===== src/rtl/enemy_fire_pkg.sv =====
// Shared types and constants for the enemy fire scheduler.
// Holds the FSM state type, the LFSR feedback mask and the shooter-index width helper.
package enemy_fire_pkg;

    typedef enum logic [1:0] {
        StCooldown,
        StPick,
        StRequest,
        StFlight
    } state_e;

    // Galois feedback mask for x^16 + x^14 + x^13 + x^11 + 1 (right-shifting form).
    localparam logic [15:0] LFSR_POLY = 16'hB400;

    function automatic int unsigned idx_width(input int unsigned n);
        return (n > 1) ? $clog2(n) : 1;
    endfunction

endpackage


===== src/rtl/fire_lfsr16.sv =====
// Free-running 16-bit Galois LFSR used to randomise the shooter scan start.
// Advances every clock; SEED must be non-zero.
module fire_lfsr16
    import enemy_fire_pkg::*;
#(
    parameter logic [15:0] SEED = 16'hACE1
) (
    input  logic        clk,
    input  logic        reset,
    output logic [15:0] value
);

    logic [15:0] lfsr_q, lfsr_d;

    always_comb begin
        lfsr_d = {1'b0, lfsr_q[15:1]};
        if (lfsr_q[0]) begin
            lfsr_d = lfsr_d ^ LFSR_POLY;
        end
    end

    always_ff @(posedge clk) begin
        if (reset) begin
            lfsr_q <= SEED;
        end else begin
            lfsr_q <= lfsr_d;
        end
    end

    assign value = lfsr_q;

endmodule


===== src/rtl/enemy_fire_scheduler.sv =====
// Decides when and which living enemy fires, and drives the projectile launch request.
// Optional alternating short-gap bursts at high levels under `ENEMY_FIRE_BURST_EN.
module enemy_fire_scheduler
    import enemy_fire_pkg::*;
#(
    parameter int unsigned NUM_ENEMIES          = 8,
    parameter int unsigned BASE_COOLDOWN_FRAMES = 90,
    parameter int unsigned LEVEL_COOLDOWN_STEP  = 8,
    parameter int unsigned MIN_COOLDOWN_FRAMES  = 20,
    parameter int unsigned X_OFFSET             = 16,
    parameter int unsigned Y_OFFSET             = 32,
    parameter logic [15:0] LFSR_SEED            = 16'hACE1
`ifdef ENEMY_FIRE_BURST_EN
    ,
    parameter int unsigned BURST_MIN_LEVEL      = 5,
    parameter int unsigned BURST_GAP_FRAMES     = 6
`endif
) (
    input  logic                                   clk,
    input  logic                                   reset,
    input  logic                                   startOfFrame,
    input  logic                                   endLevel,
    input  logic [3:0]                             level,
    input  logic [NUM_ENEMIES-1:0]                 enemyAlive,
    input  logic [NUM_ENEMIES*11-1:0]              enemyX,
    input  logic [NUM_ENEMIES*11-1:0]              enemyY,
    input  logic                                   beingShot,
    output logic                                   shootRequestEnemy,
    output logic [10:0]                            initial_x,
    output logic [10:0]                            initial_y,
    output logic [idx_width(NUM_ENEMIES)-1:0]      shooterIndex,
    output logic                                   cooldownActive
);

    localparam int unsigned IDX_W   = idx_width(NUM_ENEMIES);
    localparam logic [7:0]  BASE8   = 8'(BASE_COOLDOWN_FRAMES);
    localparam logic [7:0]  MIN8    = 8'(MIN_COOLDOWN_FRAMES);
    localparam logic [11:0] CD_SPAN = 12'(BASE_COOLDOWN_FRAMES - MIN_COOLDOWN_FRAMES);

    state_e             state_q, state_d;
    logic [7:0]         counter_q, counter_d;
    logic [IDX_W-1:0]   start_q, start_d;
    logic [IDX_W-1:0]   k_q, k_d;
    logic [IDX_W-1:0]   idx_q, idx_d;
    logic [10:0]        ix_q, ix_d;
    logic [10:0]        iy_q, iy_d;
    logic               shoot_q, shoot_d;

    logic [15:0]        lfsr_value;
    logic [11:0]        lvl_prod;
    logic [7:0]         cd;
    logic [7:0]         reload_flight;
    logic [IDX_W-1:0]   pick_idx;
    logic [10:0]        enemy_x_arr [NUM_ENEMIES];
    logic [10:0]        enemy_y_arr [NUM_ENEMIES];
    logic               unused_lfsr_bits;

    fire_lfsr16 #(
        .SEED (LFSR_SEED)
    ) u_lfsr (
        .clk   (clk),
        .reset (reset),
        .value (lfsr_value)
    );

    assign unused_lfsr_bits = ^lfsr_value[15:IDX_W];

    for (genvar i = 0; i < NUM_ENEMIES; i++) begin : g_unpack
        assign enemy_x_arr[i] = enemyX[i*11 +: 11];
        assign enemy_y_arr[i] = enemyY[i*11 +: 11];
    end

    // Clamp before subtracting so high levels never underflow the 8-bit cooldown.
    assign lvl_prod = 12'(level) * 12'(LEVEL_COOLDOWN_STEP);
    assign cd       = (lvl_prod >= CD_SPAN) ? MIN8 : (BASE8 - lvl_prod[7:0]);
    assign pick_idx = start_q + k_q;

`ifdef ENEMY_FIRE_BURST_EN
    logic burst_q, burst_d;
    logic burst_level;

    assign burst_level   = ({28'd0, level} >= BURST_MIN_LEVEL);
    // burst_q set means the shot just finished was the short-gap one.
    assign reload_flight = (burst_level && !burst_q) ? 8'(BURST_GAP_FRAMES) : cd;

    always_ff @(posedge clk) begin
        if (reset) begin
            burst_q <= 1'b0;
        end else begin
            burst_q <= burst_d;
        end
    end

    always_comb begin
        burst_d = burst_q;
        if (endLevel) begin
            burst_d = 1'b0;
        end else if (state_q == StFlight && !beingShot) begin
            burst_d = burst_level && !burst_q;
        end
    end
`else
    assign reload_flight = cd;
`endif

    always_comb begin
        state_d   = state_q;
        counter_d = counter_q;
        start_d   = start_q;
        k_d       = k_q;
        idx_d     = idx_q;
        ix_d      = ix_q;
        iy_d      = iy_q;
        shoot_d   = shoot_q;

        if (endLevel) begin
            state_d   = StCooldown;
            counter_d = cd;
            shoot_d   = 1'b0;
            k_d       = '0;
        end else begin
            unique case (state_q)
                StCooldown: begin
                    if (startOfFrame) begin
                        if (counter_q < 8'd2) begin
                            state_d = StPick;
                            start_d = lfsr_value[IDX_W-1:0];
                            k_d     = '0;
                        end else begin
                            counter_d = counter_q - 8'd1;
                        end
                    end
                end
                StPick: begin
                    if (enemyAlive[pick_idx]) begin
                        ix_d    = enemy_x_arr[pick_idx] + 11'(X_OFFSET);
                        iy_d    = enemy_y_arr[pick_idx] + 11'(Y_OFFSET);
                        idx_d   = pick_idx;
                        shoot_d = 1'b1;
                        state_d = StRequest;
                    end else if (k_q == '1) begin
                        counter_d = cd;
                        state_d   = StCooldown;
                    end else begin
                        k_d = k_q + 1'b1;
                    end
                end
                StRequest: begin
                    // The handshake wins over a same-cycle death of the shooter.
                    if (beingShot) begin
                        shoot_d = 1'b0;
                        state_d = StFlight;
                    end else if (!enemyAlive[idx_q]) begin
                        shoot_d = 1'b0;
                        state_d = StPick;
                        start_d = lfsr_value[IDX_W-1:0];
                        k_d     = '0;
                    end
                end
                StFlight: begin
                    if (!beingShot) begin
                        counter_d = reload_flight;
                        state_d   = StCooldown;
                    end
                end
                default: begin
                    state_d = StCooldown;
                end
            endcase
        end
    end

    always_ff @(posedge clk) begin
        if (reset) begin
            state_q   <= StCooldown;
            counter_q <= cd;
            start_q   <= '0;
            k_q       <= '0;
            idx_q     <= '0;
            ix_q      <= '0;
            iy_q      <= '0;
            shoot_q   <= 1'b0;
        end else begin
            state_q   <= state_d;
            counter_q <= counter_d;
            start_q   <= start_d;
            k_q       <= k_d;
            idx_q     <= idx_d;
            ix_q      <= ix_d;
            iy_q      <= iy_d;
            shoot_q   <= shoot_d;
        end
    end

    assign shootRequestEnemy = shoot_q;
    assign initial_x         = ix_q;
    assign initial_y         = iy_q;
    assign shooterIndex      = idx_q;
    assign cooldownActive    = (state_q == StCooldown);

endmodule


===== config.mk =====
export PLATFORM = sky130hd
export DESIGN_NAME = enemy_fire_scheduler
export DESIGN_NICKNAME = d
export VERILOG_FILES = /design/src/rtl/enemy_fire_pkg.sv /design/src/rtl/fire_lfsr16.sv /design/src/rtl/enemy_fire_scheduler.sv
export SDC_FILE = /design/constraint.sdc
export NUM_CORES = 1
export LEC_CHECK = 0
export CORE_MARGIN = 4
export CORE_UTILIZATION = 43
export DETAILED_ROUTE_END_ITERATION = 10
export GPL_TIMING_DRIVEN = 0
export PLACE_DENSITY = 0.87
export SYNTH_ARGS = -nofsm -noshare
export SYNTH_HDL_FRONTEND = slang
export SYNTH_SLANG_ARGS = --single-unit

===== constraint.sdc =====
create_clock -name clk -period 6 [get_ports clk]
set_input_delay 0.9 -clock clk [delete_from_list [all_inputs] [get_ports clk]]
set_output_delay 0.9 -clock clk [all_outputs]
set_load 0.1 [all_outputs]

# [Word-level counts from Yosys, hierarchy flattened]
# Cells that the tools add are included.
[classes] n_addsub=6 magnitude_cmp=5 eq_ne=19 mux=44 n_bitwise=3 reduce_logical=12
[ops] operator="$bmux 11 s3" count=2
[ops] operator="$mux 8" count=8
[ops] operator="$mux 11" count=4
[ops] operator="$mux 3" count=10
[ops] operator="$pmux 8 s3" count=1
[ops] operator="$ne 4x4->1 const B" count=5
[ops] operator="$mux 16" count=1
[ops] operator="$mux 2" count=7
[ops] operator="$ne 2x2->1 const B" count=7
[ops] operator="$reduce_and 6->1" count=2
[ops] operator="$add 11x5->11 const B" count=1
[ops] operator="$add 11x6->11 const B" count=1
[ops] operator="$pmux 3 s3" count=1
[ops] operator="$lt 3x4->1 const B" count=2
[ops] operator="$lt 8x2->1 const B" count=1
[ops] operator="$not 3->4" count=2
[ops] operator="$pmux 2 s4" count=1
[ops] operator="$sub 7x7->8 const A" count=1
[ops] operator="$sub 8x1->8 const B" count=1
[ops] operator="$ge 7x7->1 const B" count=1
[ops] operator="$reduce_and 7->1" count=1
[ops] operator="$bmux 1 s3" count=2
[ops] operator="$ne 3x3->1 const B" count=2
[ops] operator="$pmux 3 s2" count=1
[ops] operator="other kinds (17)" count=24
[word_totals] register_bits=58 in_bits=193 output_inout_bits=27 elab_cells=98

# [Depth between registers and ports, before layout]
[depth] word_depth=7 depth_mapped=12 mapped_depth_nobuf=10

# [By module]
# From an unflattened synthesis, not the netlist that was laid out.
[unflattened] cells_unflattened=407 hier_area_um2=4386.7
[modules_own_cells] mod="enemy_fire_scheduler" n_inst=1 cells_per_inst=358 area_per_inst_um2=3826.2 seq_area_each_um2=920.9
[modules_own_cells] mod="fire_lfsr16" n_inst=1 cells_per_inst=49 area_per_inst_um2=560.5 seq_area_each_um2=320.3

# [Worst setup path before layout]
# No wires, ideal clock.
[synth_timing] path_kind="register to register" from="register k_q[0]" to="register iy_q[9], in the netlist initial_y[9]" setup_ps=125 t_arrival_ps=2662 required_time_ps=5875 path_slack_ps=3213 stages_incl_launch_ff=13 n_path_buf=3 period_less_slack_ps=2787 cell_sequence="dfxtp_1 ha_1 inv_1 fa_1 xnor3_2 buf_2 buf_4 buf_2 mux2_2 ha_1 nand3_1 xnor2_1 o21ai_0"
[synth_between] elab_chain_cells=6 elab_cells_between_ends=9 classes_between="add/sub: 2; mux: 5; bitwise: 1; reduce/logical: 1"
[synth_rtl] item="start, declared" line_no="enemy_fire_scheduler.sv:43" rtl="logic [IDX_W-1:0] k_q, k_d;"
[synth_rtl] item="start signal, assigned" line_no="enemy_fire_scheduler.sv:187" rtl="k_q <= k_d;"
[synth_rtl] item="$add 3x3->3 *" line_no="enemy_fire_scheduler.sv:76" rtl="assign pick_idx = start_q + k_q;"
[synth_rtl] item="$not 3->4 (implied by the code)" line_no="enemy_fire_scheduler.sv:137" rtl="iy_d = enemy_y_arr[pick_idx] + 11'(Y_OFFSET);"
[synth_rtl] item="$bmux 11 s3" line_no="enemy_fire_scheduler.sv:137"
[synth_rtl] item="$mux 11 (implied by the code) (2 in series)" line_no="enemy_fire_scheduler.sv:137"
[synth_rtl] item="$add 11x6->11" line_no="enemy_fire_scheduler.sv:137"
[synth_rtl] item="end signal, assigned" line_no="enemy_fire_scheduler.sv:190" rtl="iy_q <= iy_d;"
[synth_rtl] item="end, declared" line_no="enemy_fire_scheduler.sv:46" rtl="logic [10:0] iy_q, iy_d;"
# Every way passes the cells marked *; elsewhere a longest branch is shown, timed or not. The select of a mux whose other input is x is not followed.
# A chain may end at the register's enable or synchronous reset.

# [Worst setup path in the final report]
# Same ends and word-level chain as after synthesis.

==> run summary <==
The run finished with clean final reports. The number of nets handed over by synthesis was 571. After synthesis, the netlist uses 50 different library cells. IR analysis of the VDD net gives a maximum drop of 0.0000905 V. The number of cells on the worst hold path is 1. Static timing analysis puts the maximum clock frequency at 0.314 GHz.

In this run the static leakage power is 2.30 nW. The proportion of netlist area held by the largest area contributor was 24.7%. Summing the areas of all xor and xnor instances in the mapped netlist gives 3.61% of the synthesized area. For this run, asynchronously set or reset flops after synthesis account for 0%. The tools report the H-tree depth as 3. Counting tap cells, the placed design contains a total of 696 instances. Entering global routing, the biggest net connects 11 pins. For this run, the detailed router's first-pass iteration total came to 4. Cells fill 71.3% of the core in the end.

The horizontal extent of the die is 105 um. The row count came out at 35. STA classifies the critical path startpoint as a register.

The repair_antennas step left the layout with diodes totalling 0. Sorting the synthesized cells by area gives the leading types as dfxtp_1 (25%), mux4_2 (23%), edfxtp_1 (5.9%). The die covers 0.0111 mm2. Between clock sinks in the finished design, the worst skew comes to 0.00758 ns. The synthesized design contains 8 enable-type register cells.

The relative area change from synthesis to final layout works out to 61.6%. The tools report the design area as 0.00656 mm2. The number of global-route vias before repair is 4256, and the worst reg-to-reg path cell count is 12. Once the clock tree was built, the setup fixing pass inserted 0 buffers. The number of port buffers was 219. Data on the critical path is required at its endpoint by 6.21 ns. The number of top-level pins was 220; the synthesized area per cell was 11.1 um2. The area of the mapped netlist is 0.00406 mm2, and the core footprint is 0.00920 mm2. Global routing used 24.1% of the available tracks.

Dividing the detail-routed wire length by the instance count gives 18.7 um. The count of buffer and inverter cells on the critical path was 4; the final hold violation count was 0. TritonCTS built the clock tree. The initial antenna violation count came out at 0. For this run, the leading register cell type out of synthesis is dfxtp_1. The final critical path time including I/O delays and setup is 3.18 ns, and the number of maximum-capacitance violations is 0.

In this run, the number of DRC markers left after iteration 0 of detailed routing was 212. The layout cell share with drive strength beyond 1 is 13.8%, and the met1 global-route usage is 25.3%. Summed over all nets, the half-perimeter wirelength after detailed placement is 11.5 mm.

The commonest non-fill, non-tap cell in the layout is clkdlybuf4s50_1. The run gives 0 as the total of cells resized after clock tree synthesis. The clock net in this run drives a total of 58 sinks. After clock tree synthesis, the clock-pin slew on the worst setup and hold paths is 0.07 ns. Summing the areas of all compound-gate instances in the mapped netlist gives 9.28% of the synthesized area. The count of cells in the finished layout, fillers not included, comes to 711.

Adder-cell share of the synthesized area: 3.88%. The final routed wirelength across all metal layers was 13.3 mm. The final count of negative-setup-slack endpoints was 0; the max-slew violation count was 0. The slowest stage of the critical path is the dfxtp_1 cell. Total power for the finished layout comes to 0.955 mW.

Main combinational cell family by area after synthesis: multiplexers. Adding up every negative setup slack in the final design gives 0 ns. The number of remaining DRC errors is 0, and the remaining global-route overflow is 0. The critical path crosses 12 cells after its start point.

The mean number of vias per cell is 5.54, and the share of the clock period used by the worst path after layout is 53.1%. The synthesized design spends more area on one cell type than any other, namely dfxtp_1. The total number of vias was 3938. Clock root buffer master: clkbuf_8. At the end of the flow, the number of nets in the layout was 801.

The run gives 0 as the total of warnings raised by yosys. The tools report the type of destination of the critical path as a register. The starting density of the core is 44.1%.

Global routing used 45.0% of the available met2 tracks. The dominant delay contributor by cell family on the critical path is buffers and inverters. The fraction of synthesized area in multiplexers is 34.1%, and the global-route wire length before repair is 21.0 mm. Counting along the longest clock path gives a buffer depth of 2.

The post-cts hold buffer count was 0. After global routing, the most crowded layer is met2. Once placement finished, the instance area stood at 0.00639 mm2.

The stage delay of the slowest cell on the critical path works out to 0.40 ns. The power per unit of standard cell area works out to 146 mW/mm2. The min-delay analysis places its worst path in the category reg2reg.

Measured along the y axis, the die boundary spans 105 um. The critical path goes through ha_1, inv_1, fa_1, xnor3_2, buf_2, buf_4, buf_2, mux2_2, ha_1, nand3_1, xnor2_1, o21ai_0. Setup repair after global routing left no endpoint under its margin.

At the later pin of the worst-skew pair, clock insertion delay measures 0.33 ns. Data arrives at the worst endpoint at 3.40 ns. Post-synthesis simple-gate area fraction: 14.0%.

The setup path with the least slack is of type reg2reg. The flip-flop and latch count after synthesis came out at 58. The logs give 9 for the number of buffers created by CTS and 6.30% for the met3 routing resource usage after global routing. Along the worst path, the maximum fanout reaches 10. The final weighted congestion in routability-driven placement came out at 0.902. The remaining antenna violation count after routing came out at 0.

In the layout the commonest cells are clkdlybuf4s50_1 (219), dfxtp_1 (50), mux4_2 (42). In the synthesized netlist, the number of instances is 366. In this run the tightest slew margin relative to its limit is 30.9%. After synthesis, flip-flops and latches occupy 30.6% of the total area. At the pin with the least slew margin, the transition time is 1.03 ns.
[Yosys cell counts, drive strengths merged (5+ instances only)]
cell type and number:
mux2i 22, mux2 5, nor2 22, nand3b 14
nand2 25, o21ai 17, dfxtp 50, nand3 10
ha 11, edfxtp 8, mux4 48, a211oi 10
a21oi 14, nor2b 7, nor3 9, or2 7
xnor2 13, inv 15, buf 13, clkbuf 11
[layout make-up]
type,instances,area [um2]
repair buffers,219,2190
inverters,15,56.3
plain buffers,24,129
fillers,643,2640
clock inverters,3,15.0
well taps,111,139
multi-input cells,269,2630
clock buffers,12,155
flip-flops and latches,58,1240
[flip-flops by register name (all words and copies together), names as in the netlist]
| register | flops |
|---|---|
| shooterIndex | 3 |
| shootRequestEnemy | 1 |
| start_q | 3 |
| counter_q | 8 |
| u_lfsr.value | 16 |
| initial_y | 11 |
| initial_x | 11 |
| k_q | 3 |
| state_q | 2 |
[worst reg2reg max path: stages (launching register included)]
cell and delay (ns):
dfxtp_1 0.40, ha_1 0.17, inv_1 0.05, fa_1 0.36, xnor3_2 0.29, buf_2 0.28
buf_4 0.25, buf_2 0.33, mux2_2 0.39, ha_1 0.23, nand3_1 0.09, xnor2_1 0.13
o21ai_0 0.09
[per-stage QoR]
| step | setup WS, ns | hold slack [ns] |
|---|---|---|
| 3_5_place_dp | 2.82 | 0.394 |
| 3_3_place_gp | 2.91 | 0.396 |
| 4_1_cts | 2.81 | 0.410 |
| 2_1_floorplan | 3.21 | 0.389 |
| 5_1_grt | 2.61 | 0.424 |
| 6_report | 2.82 | 0.410 |
[power by group]
| group | switching, mW | internal [mW] |
|---|---|---|
| logic | 0.0646 | 0.160 |
| registers | 0.00886 | 0.409 |
| clock network | 0.144 | 0.168 |
[per-layer routing]
layer  wire length, um  vias up
met3               883       33
met1              4780     1874
met4               447        0
li1                  -     1867
met5                 0        -
met2              7200      164
[worst paths after layout]
check / startpoint / endpoint / slack (ns)
hold / removal: u_lfsr.value[6]$_SDFF_PP1_ / u_lfsr.value[5]$_SDFF_PP1_ / 0.41
setup / recovery: k_q[0]$_SDFFE_PP0P_ / initial_y[9]$_SDFFE_PP0P_ / 2.82
hold reg to reg: u_lfsr.value[6]$_SDFF_PP1_ / u_lfsr.value[5]$_SDFF_PP1_ / 0.41
setup reg to reg: k_q[0]$_SDFFE_PP0P_ / initial_y[9]$_SDFFE_PP0P_ / 2.82
[cells by family after synthesis]
| group | count (synthesis) |
|---|---|
| AOI/OAI and AO/OA | 58 |
| xor gates and xnor gates | 15 |
| muxes | 75 |
| and+or+nand+nor | 109 |
| DFF | 58 |
| buffers and inverters | 39 |
| adders and majority gates | 12 |
No activity file was read; power rests on OpenSTA's default activity.
